===== src/rtl/stall_ctrl.sv =====
// stall_ctrl: pipeline stall/flush controller with multi-cycle EX wait and stall-cycle counter
module stall_ctrl (
  input  logic        clk,
  input  logic        rst,
  input  logic        stallreq_id,
  input  logic        ex_start,
  input  logic [5:0]  ex_cycles,
  input  logic        ex_done,
  input  logic        flush_req,
  input  logic        perf_clr,
  output logic [5:0]  stall,
  output logic        flush,
  output logic        busy,
  output logic [5:0]  ex_cnt,
  output logic [15:0] stall_cycles
);
  typedef enum logic [1:0] {RUN, EX_WAIT, FLUSH} state_t;
  localparam logic [5:0] NONE = 6'b000000;
  localparam logic [5:0] ID   = 6'b000111;
  localparam logic [5:0] EX   = 6'b001111;
  state_t      r_state, w_next;
  logic [5:0]  r_cnt, w_cnt_nxt, w_stall;
  logic [15:0] r_sc;
  logic        w_last;
  assign w_last = (r_cnt == 6'd1) || ex_done;
  always_comb begin
    w_next    = r_state;
    w_cnt_nxt = r_cnt;
    w_stall   = NONE;
    if (flush_req) begin
      w_next    = FLUSH;
      w_cnt_nxt = '0;
    end else if (r_state == EX_WAIT) begin
      w_stall   = EX;
      w_next    = w_last ? RUN : EX_WAIT;
      w_cnt_nxt = w_last ? 6'd0 : r_cnt - 6'd1;
    end else if (r_state == FLUSH) begin
      w_next = RUN;
    end else if (ex_start && ex_cycles != 6'd0) begin
      w_stall = EX;
      if (ex_cycles != 6'd1) begin
        w_next    = EX_WAIT;
        w_cnt_nxt = ex_cycles - 6'd1;
      end
    end else begin
      w_stall = stallreq_id ? ID : NONE;
    end
  end
  always_ff @(posedge clk or negedge rst) begin
    if (!rst) begin
      r_state <= RUN;
      r_cnt   <= '0;
    end else begin
      r_state <= w_next;
      r_cnt   <= w_cnt_nxt;
    end
  end
  always_ff @(posedge clk or negedge rst) begin
    if (!rst) r_sc <= '0;
    else if (perf_clr) r_sc <= '0;
    else if (stall[0] && r_sc != 16'hFFFF) r_sc <= r_sc + 16'd1;
  end
  assign stall        = rst ? w_stall : NONE;
  assign flush        = (r_state == FLUSH);
  assign busy         = (r_state != RUN);
  assign ex_cnt       = r_cnt;
  assign stall_cycles = r_sc;
endmodule


===== config.mk =====
export PLATFORM = sky130hd
export DESIGN_NAME = stall_ctrl
export DESIGN_NICKNAME = d
export VERILOG_FILES = /design/src/rtl/stall_ctrl.sv
export SDC_FILE = /design/constraint.sdc
export NUM_CORES = 1
export LEC_CHECK = 0
export BUFFER_PORTS_ARGS = -buffer_cell sky130_fd_sc_hd__buf_2
export CORE_UTILIZATION = 53
export CTS_CLUSTER_SIZE = 25
export DETAILED_ROUTE_END_ITERATION = 16
export MAX_ROUTING_LAYER = met4
export PLACE_DENSITY_LB_ADDON = 0.05
export SYNTH_ARGS = -nofsm -noshare
export SYNTH_HDL_FRONTEND = slang
export SYNTH_SLANG_ARGS = --single-unit

===== constraint.sdc =====
create_clock -name clk -period 2.7 [get_ports clk]
set_input_delay 0.405 -clock clk [delete_from_list [all_inputs] [get_ports clk]]
set_output_delay 0.405 -clock clk [all_outputs]
set_load 0.05 [all_outputs]

==> impl_metrics.ini, run 1 <==
[global_route]
antenna_found_initial = 0
grt_max_degree = 27
grt-ovfl-total = 0
grt_pass1_wl_um = 6340
grt_pass1_vias = 1465
track_usage_pct = 25.0

[timing]
final-setup-viol-count = 0
fin_setup_tns_ns = 0
max_freq_ghz = 0.413
hold_viol_final = 0
clock_skew_ns = 0.00543
setup_ws_ns = 0.280
min_period_ns = 2.42
rsz0062_at_grt = false
finalMaxSlewViolations = 0
period_share_pct = 89.6

[power_and_ir_drop]
seqPwrFrac_pct = 48.8
power.density_nw_per_um2 = 410
p_sw_uw = 276
p_clk_share_pct = 25.3
max-vdd-ir-drop_v = 0.000232
internal_power_uw = 515
pwr-share-comb_pct = 25.9
p_leak_uw = 0.000896
switching_share_pct = 34.9

[clock_network]
cts.sinks = 24
root_buffer = clkbuf_4
cts_repair_resize_count = 0
cts_tree = yes
cts_hold_buf = 0
cts_buffer_depth = 2
h-tree-depth = 1
clk_latency_ns = 0.32
cts_setup_buffers = 0
numCtsBuffers = 3
cts.clk_slew.worst_paths_ns = 0.15

[critical_path]
cp_num_buf_inv = 3
path_class = reg -> out
path_cells = nor3b_1 > a311oi_1 > o21bai_1 > buf_4 > inv_1 > buf_2
critPathArrivalTime_ns = 2.01
r2r_cells = 6
slowest_stage = dfrtp_1
cp-start-kind = flip-flop
r2r-start = r_state[1]$_DFFE_PN0P_
reg2reg_slack_ns = 0.58
worstReg2RegEnd = stall_cycles[8]$_DFFE_PN0P_
cp_top_family = buffers and inverters
end_kind = output port
worstPathRequired_ns = 2.30
path_max_fanout = 26
critPathMaxStageDelay_ns = 0.50

[placement]
portBuffers = 40
dp_hpwl_um = 2910
pre_cts_ws_ns = 0.280
gp_congestion = 0.870
dpl_cell_area_sq_um = 1890

[final_layout]
fin_area_sq_um = 1930
n_fill_cell = 272
diodes = 0
multiInputGateArea_sq_um = 973
drive_above_1_share_pct = 24.7
fin_nets = 254
area_growth_pct = 15.4
final-seq-area_sq_um = 601

[yosys]
synth-seq-cells = 24
synth_compound_area_share_pct = 20.0
yosysSeqAreaShare_pct = 35.9
synth-edff-count = 0
syn_area_sq_um = 1670
netlist_top_cells_area = dfrtp_1 36%, a21oi_1 4.8%, nor2_1 4.5%, o21ai_0 4.2%, ha_1 3.7%
yosys_warnings = 0
synth-xor-area-share_pct = 2.10
yosysTopAreaCellShare_pct = 35.9
synth.avg_cell_area_sq_um = 8.40
synth_fa_ha_area_share_pct = 4.34
yosys.area.top_type = dfrtp_1
synth-simple-area-share_pct = 28.7
synthArstFlopShare_pct = 100
synth.mux.area_fraction_pct = 2.69
synth_cells = 199
synth_cell_types = 45
synthFlopType = dfrtp_1
synth_top_family_by_area = simple AND/OR/NAND/NOR gates

[die]
fp.dieH_um = 58.2
die_x_um = 58.2
dieArea_sq_um = 3380
io-pin-count = 43
rows = 20
start_util_pct = 55.2
fp.coreArea_sq_um = 3030

[min_path]
min_path_type = in -> async

[routing]
avgViaCountPerCell = 5.92
wl_um = 3940
drt_iter0_drc = 73
postRouteAntennaNets = 0
num_vias = 1651
first_pass_iters = 4
wl_per_cell_um = 14.1
drc = 0

[outcome]
status = completed

[flow_run]
drv_cap = 0
## layout make-up
class | instances | share of cell area, %
Tap cell | 44 | 2.85
Timing Repair Buffer | 44 | 11.9
Multi-Input combinational cell | 154 | 50.5
Inverter | 9 | 1.75
Clock buffer | 4 | 1.88
Sequential cell | 24 | 31.1
## placed cells by master, fill, tap and decap left out, drive strengths merged, types with 5 or more instances in the layout
| cell type | instances |
|---|---|
| a21oi | 16 |
| nand2 | 15 |
| nor2 | 20 |
| dfrtp | 24 |
| nor3 | 5 |
| o31ai | 5 |
| or4 | 5 |
| ha | 5 |
| o21ai | 14 |
| or3 | 10 |
| nor2b | 5 |
| buf | 44 |
| inv | 9 |
## stage by stage
stage	hold WS [ns]	total power [uW]	std cells	utilization [%]
4_1_cts	0.0910	798	279	63.7
3_5_place_dp	0.463	596	275	62.5
5_1_grt	0.102	829	279	63.7
2_1_floorplan	0.109	541	200	-
3_3_place_gp	0.445	590	275	62.5
6_report	0.0883	791	279	63.7
## routing by layer
metal	global-route usage (%)	vias up	part of all wire [%]
li1	-	796	-
met1	29.6	793	42
met2	42.5	56	52
met3	2.90	6	4.4
met4	11.2	0	1.2
met5	-	-	0
## power by group through the flow
stage | Sequential, uW | Combinational, uW | Clock, uW
6_report | 386 | 205 | 200
5_1_grt | 389 | 221 | 219
4_1_cts | 386 | 204 | 208
3_5_place_dp | 392 | 204 | 0
3_3_place_gp | 391 | 198 | 0
2_1_floorplan | 422 | 119 | 0
## state kept, by name, indices dropped and copies added, names as in the netlist
register      count
ex_cnt            6
stall_cycles     16
r_state           2
## synth_stat cells (2+ instances only)
master / instances
dfrtp_1: 24
nor2_1: 20
a21oi_1: 16
nand2_1: 15
o21ai_0: 14
inv_1: 9
or3_1: 9
clkbuf_1: 5
ha_1: 5
nor2b_1: 5
nor3_1: 5
o31ai_1: 5
or4_1: 5
and3_1: 4
buf_4: 4
mux2_2: 4
and4_1: 3
buf_2: 3
nand4_1: 3
nor3b_1: 3
nor4_1: 3
o22ai_1: 3
o2bb2ai_1: 3
xnor2_1: 3
a21o_1: 2
a31o_2: 2
a31oi_1: 2
nand2b_1: 2
nand3_1: 2
## kinds of logic after synthesis
kind of cell / Yosys count
AND/OR/NAND/NOR: 84
AO/OA/AOI/OAI: 54
flip-flops: 24
buffers and inverters: 22
adder cells (fa/ha/maj): 6
XOR/XNOR: 4
multiplexers: 4
other: 1
## how the worst max path moves through the flow
stage,slack (ns),from,cells past startpoint,to
finish,0.28,r_state[1]$_DFFE_PN0P_,6,stall[2]
CTS,0.31,r_state[1]$_DFFE_PN0P_,6,stall[1]
global route,0.18,ex_cycles[1],9,stall[1]
global placement,0.37,ex_cycles[0],9,stall_cycles[8]$_DFFE_PN0P_
detailed placement,0.28,ex_cycles[0],9,stall_cycles[8]$_DFFE_PN0P_
floorplan,0.13,ex_cycles[1],9,stall[1]
Power figures use the tool's default switching activity.
==> run 2, diff against run 1 <==
--- a/config.mk
+++ b/config.mk
@@ -8,2 +8,3 @@
 export BUFFER_PORTS_ARGS = -buffer_cell sky130_fd_sc_hd__buf_2
+export CORE_MARGIN = 4
 export CORE_UTILIZATION = 53
==> constraint.sdc (replaced) <==
create_clock -name clk -period 2.7 [get_ports clk]
set_input_delay 0.135 -clock clk [delete_from_list [all_inputs] [get_ports clk]]
set_output_delay 0.135 -clock clk [all_outputs]
set_load 0.05 [all_outputs]
==> impl_metrics.ini, run 2 (synthesis gave the netlist of run 1 again) <==
[placement]
portBuffers = 40
post-place-cells = 274
gp_congestion = 0.933
dp_hpwl_um = 3090
dpl_cell_area_sq_um = 1890

[final_layout]
largest_reg_flops = 16
area_growth_pct = 15.6
layout_commonest_cell = buf_2
diodes = 0
fin_area_sq_um = 1930
final-seq-area_sq_um = 601
post-route-util_pct = 63.8
n_fill_cell = 273
multiInputGateArea_sq_um = 973
fin_nets = 254
finalNonFillerCells = 279
drive_above_1_share_pct = 24.3
layout_common_cells = 40 x buf_2, 24 x dfrtp_1, 20 x nor2_1

[global_route]
grt_pass1_wl_um = 6900
grt_pass1_vias = 1607
antenna_found_initial = 0
use_met2_pct = 39.2
grtUsageMet3_pct = 2.81
grt_max_degree = 30
grt-ovfl-total = 0
grtUsageMet1_pct = 23.6
grt_most_used_layer = met2
track_usage_pct = 21.1

[power_and_ir_drop]
p_clk_share_pct = 24.4
power.density_nw_per_um2 = 404
max-vdd-ir-drop_v = 0.000258
p_sw_uw = 265
internal_power_uw = 515
p_leak_uw = 0.000896
pwr-share-comb_pct = 26.2
switching_share_pct = 34.0
seqPwrFrac_pct = 49.4

[die]
io-pin-count = 43
die_x_um = 64.2
fp.dieH_um = 64.2
start_util_pct = 55.2
dieArea_sq_um = 4120
fp.coreArea_sq_um = 3030
rows = 20

[routing]
first_pass_iters = 4
num_vias = 1608
avgViaCountPerCell = 5.76
drc = 0
postRouteAntennaNets = 0
wl_um = 4030
wl_per_cell_um = 14.4
drt_iter0_drc = 142

[timing]
final-setup-viol-count = 0
hold_viol_final = 0
max_freq_ghz = 0.477
fin_setup_tns_ns = 0
clock_skew_ns = 0.00913
min_period_ns = 2.10
period_share_pct = 77.6
finalMaxSlewViolations = 0
rsz0062_at_grt = false
hold_slack_ns = 0.0847

[clock_network]
cts.clk_slew.worst_paths_ns = 0.14
cts.sinks = 24
clk_latency_ns = 0.31
cts_setup_buffers = 0
cts_tree = yes
numCtsBuffers = 3
cts_buffer_depth = 2
root_buffer = clkbuf_4
h-tree-depth = 1

[critical_path]
cp_top_family = buffers and inverters
cp_num_buf_inv = 3
path_cells = nor3b_1 > a311oi_1 > o21bai_1 > buf_4 > inv_1 > buf_2
path_max_fanout = 29
slowest_stage = dfrtp_1
path_class = reg -> out
end_kind = output port
critPathMaxStageDelay_ns = 0.49
critPathArrivalTime_ns = 1.96
worstPathRequired_ns = 2.57
cp-start-kind = flip-flop

[flow_run]
drv_cap = 0

[min_path]
min_path_type = in -> reg

[outcome]
status = completed
[run 2: path summary, 6_finish.rpt]
path | startpoint | to | slack (ns) | cells past startpoint
worst max-delay path | r_state[1]$_DFFE_PN0P_ | stall[1] | 0.60 | 6
min in group asynchronous | rst | stall_cycles[10]$_DFFE_PN0P_ | 0.35 | 3
max in group asynchronous | rst | stall_cycles[6]$_DFFE_PN0P_ | 2.09 | 3
worst min-delay path | flush_req | r_state[0]$_DFFE_PN0P_ | 0.08 | 2
worst min register to register | ex_cnt[4]$_DFFE_PN0P_ | ex_cnt[4]$_DFFE_PN0P_ | 0.54 | 1
worst max register to register | r_state[1]$_DFFE_PN0P_ | stall_cycles[8]$_DFFE_PN0P_ | 0.66 | 6
[run 2: per-stage QoR]
stage	power (uW)	setup slack, ns
3_3_place_gp	591	0.633
6_report	780	0.604
2_1_floorplan	541	0.539
3_5_place_dp	596	0.571
4_1_cts	788	0.601
5_1_grt	827	0.415
[run 2: routing by layer]
| layer | vias to the layer above | part of all wire (%) |
|---|---|---|
| li1 | 795 | - |
| met1 | 762 | 42 |
| met2 | 45 | 53 |
| met3 | 6 | 4.0 |
| met4 | 0 | 1.3 |
| met5 | - | 0 |
[run 2: repair_timing]
action | in CTS | in global routing
hold buffers | 1 | 0
hold endpoints to repair | 24 | 0
resized for setup | 0 | 0
[run 2: final cells by class]
type	instances	area share [%]
multi-input combinational	154	50.4
timing repair buffer	44	12.0
inverter	9	1.75
tap	44	2.85
clock buffer	4	1.88
sequential	24	31.1
[run 2: power by group through the flow]
stage	registers (uW)	clock network (uW)	logic, uW
global route	389	214	224
CTS	385	198	205
finish	386	190	204
floorplan	422	0	119
global placement	391	0	200
detailed placement	392	0	204
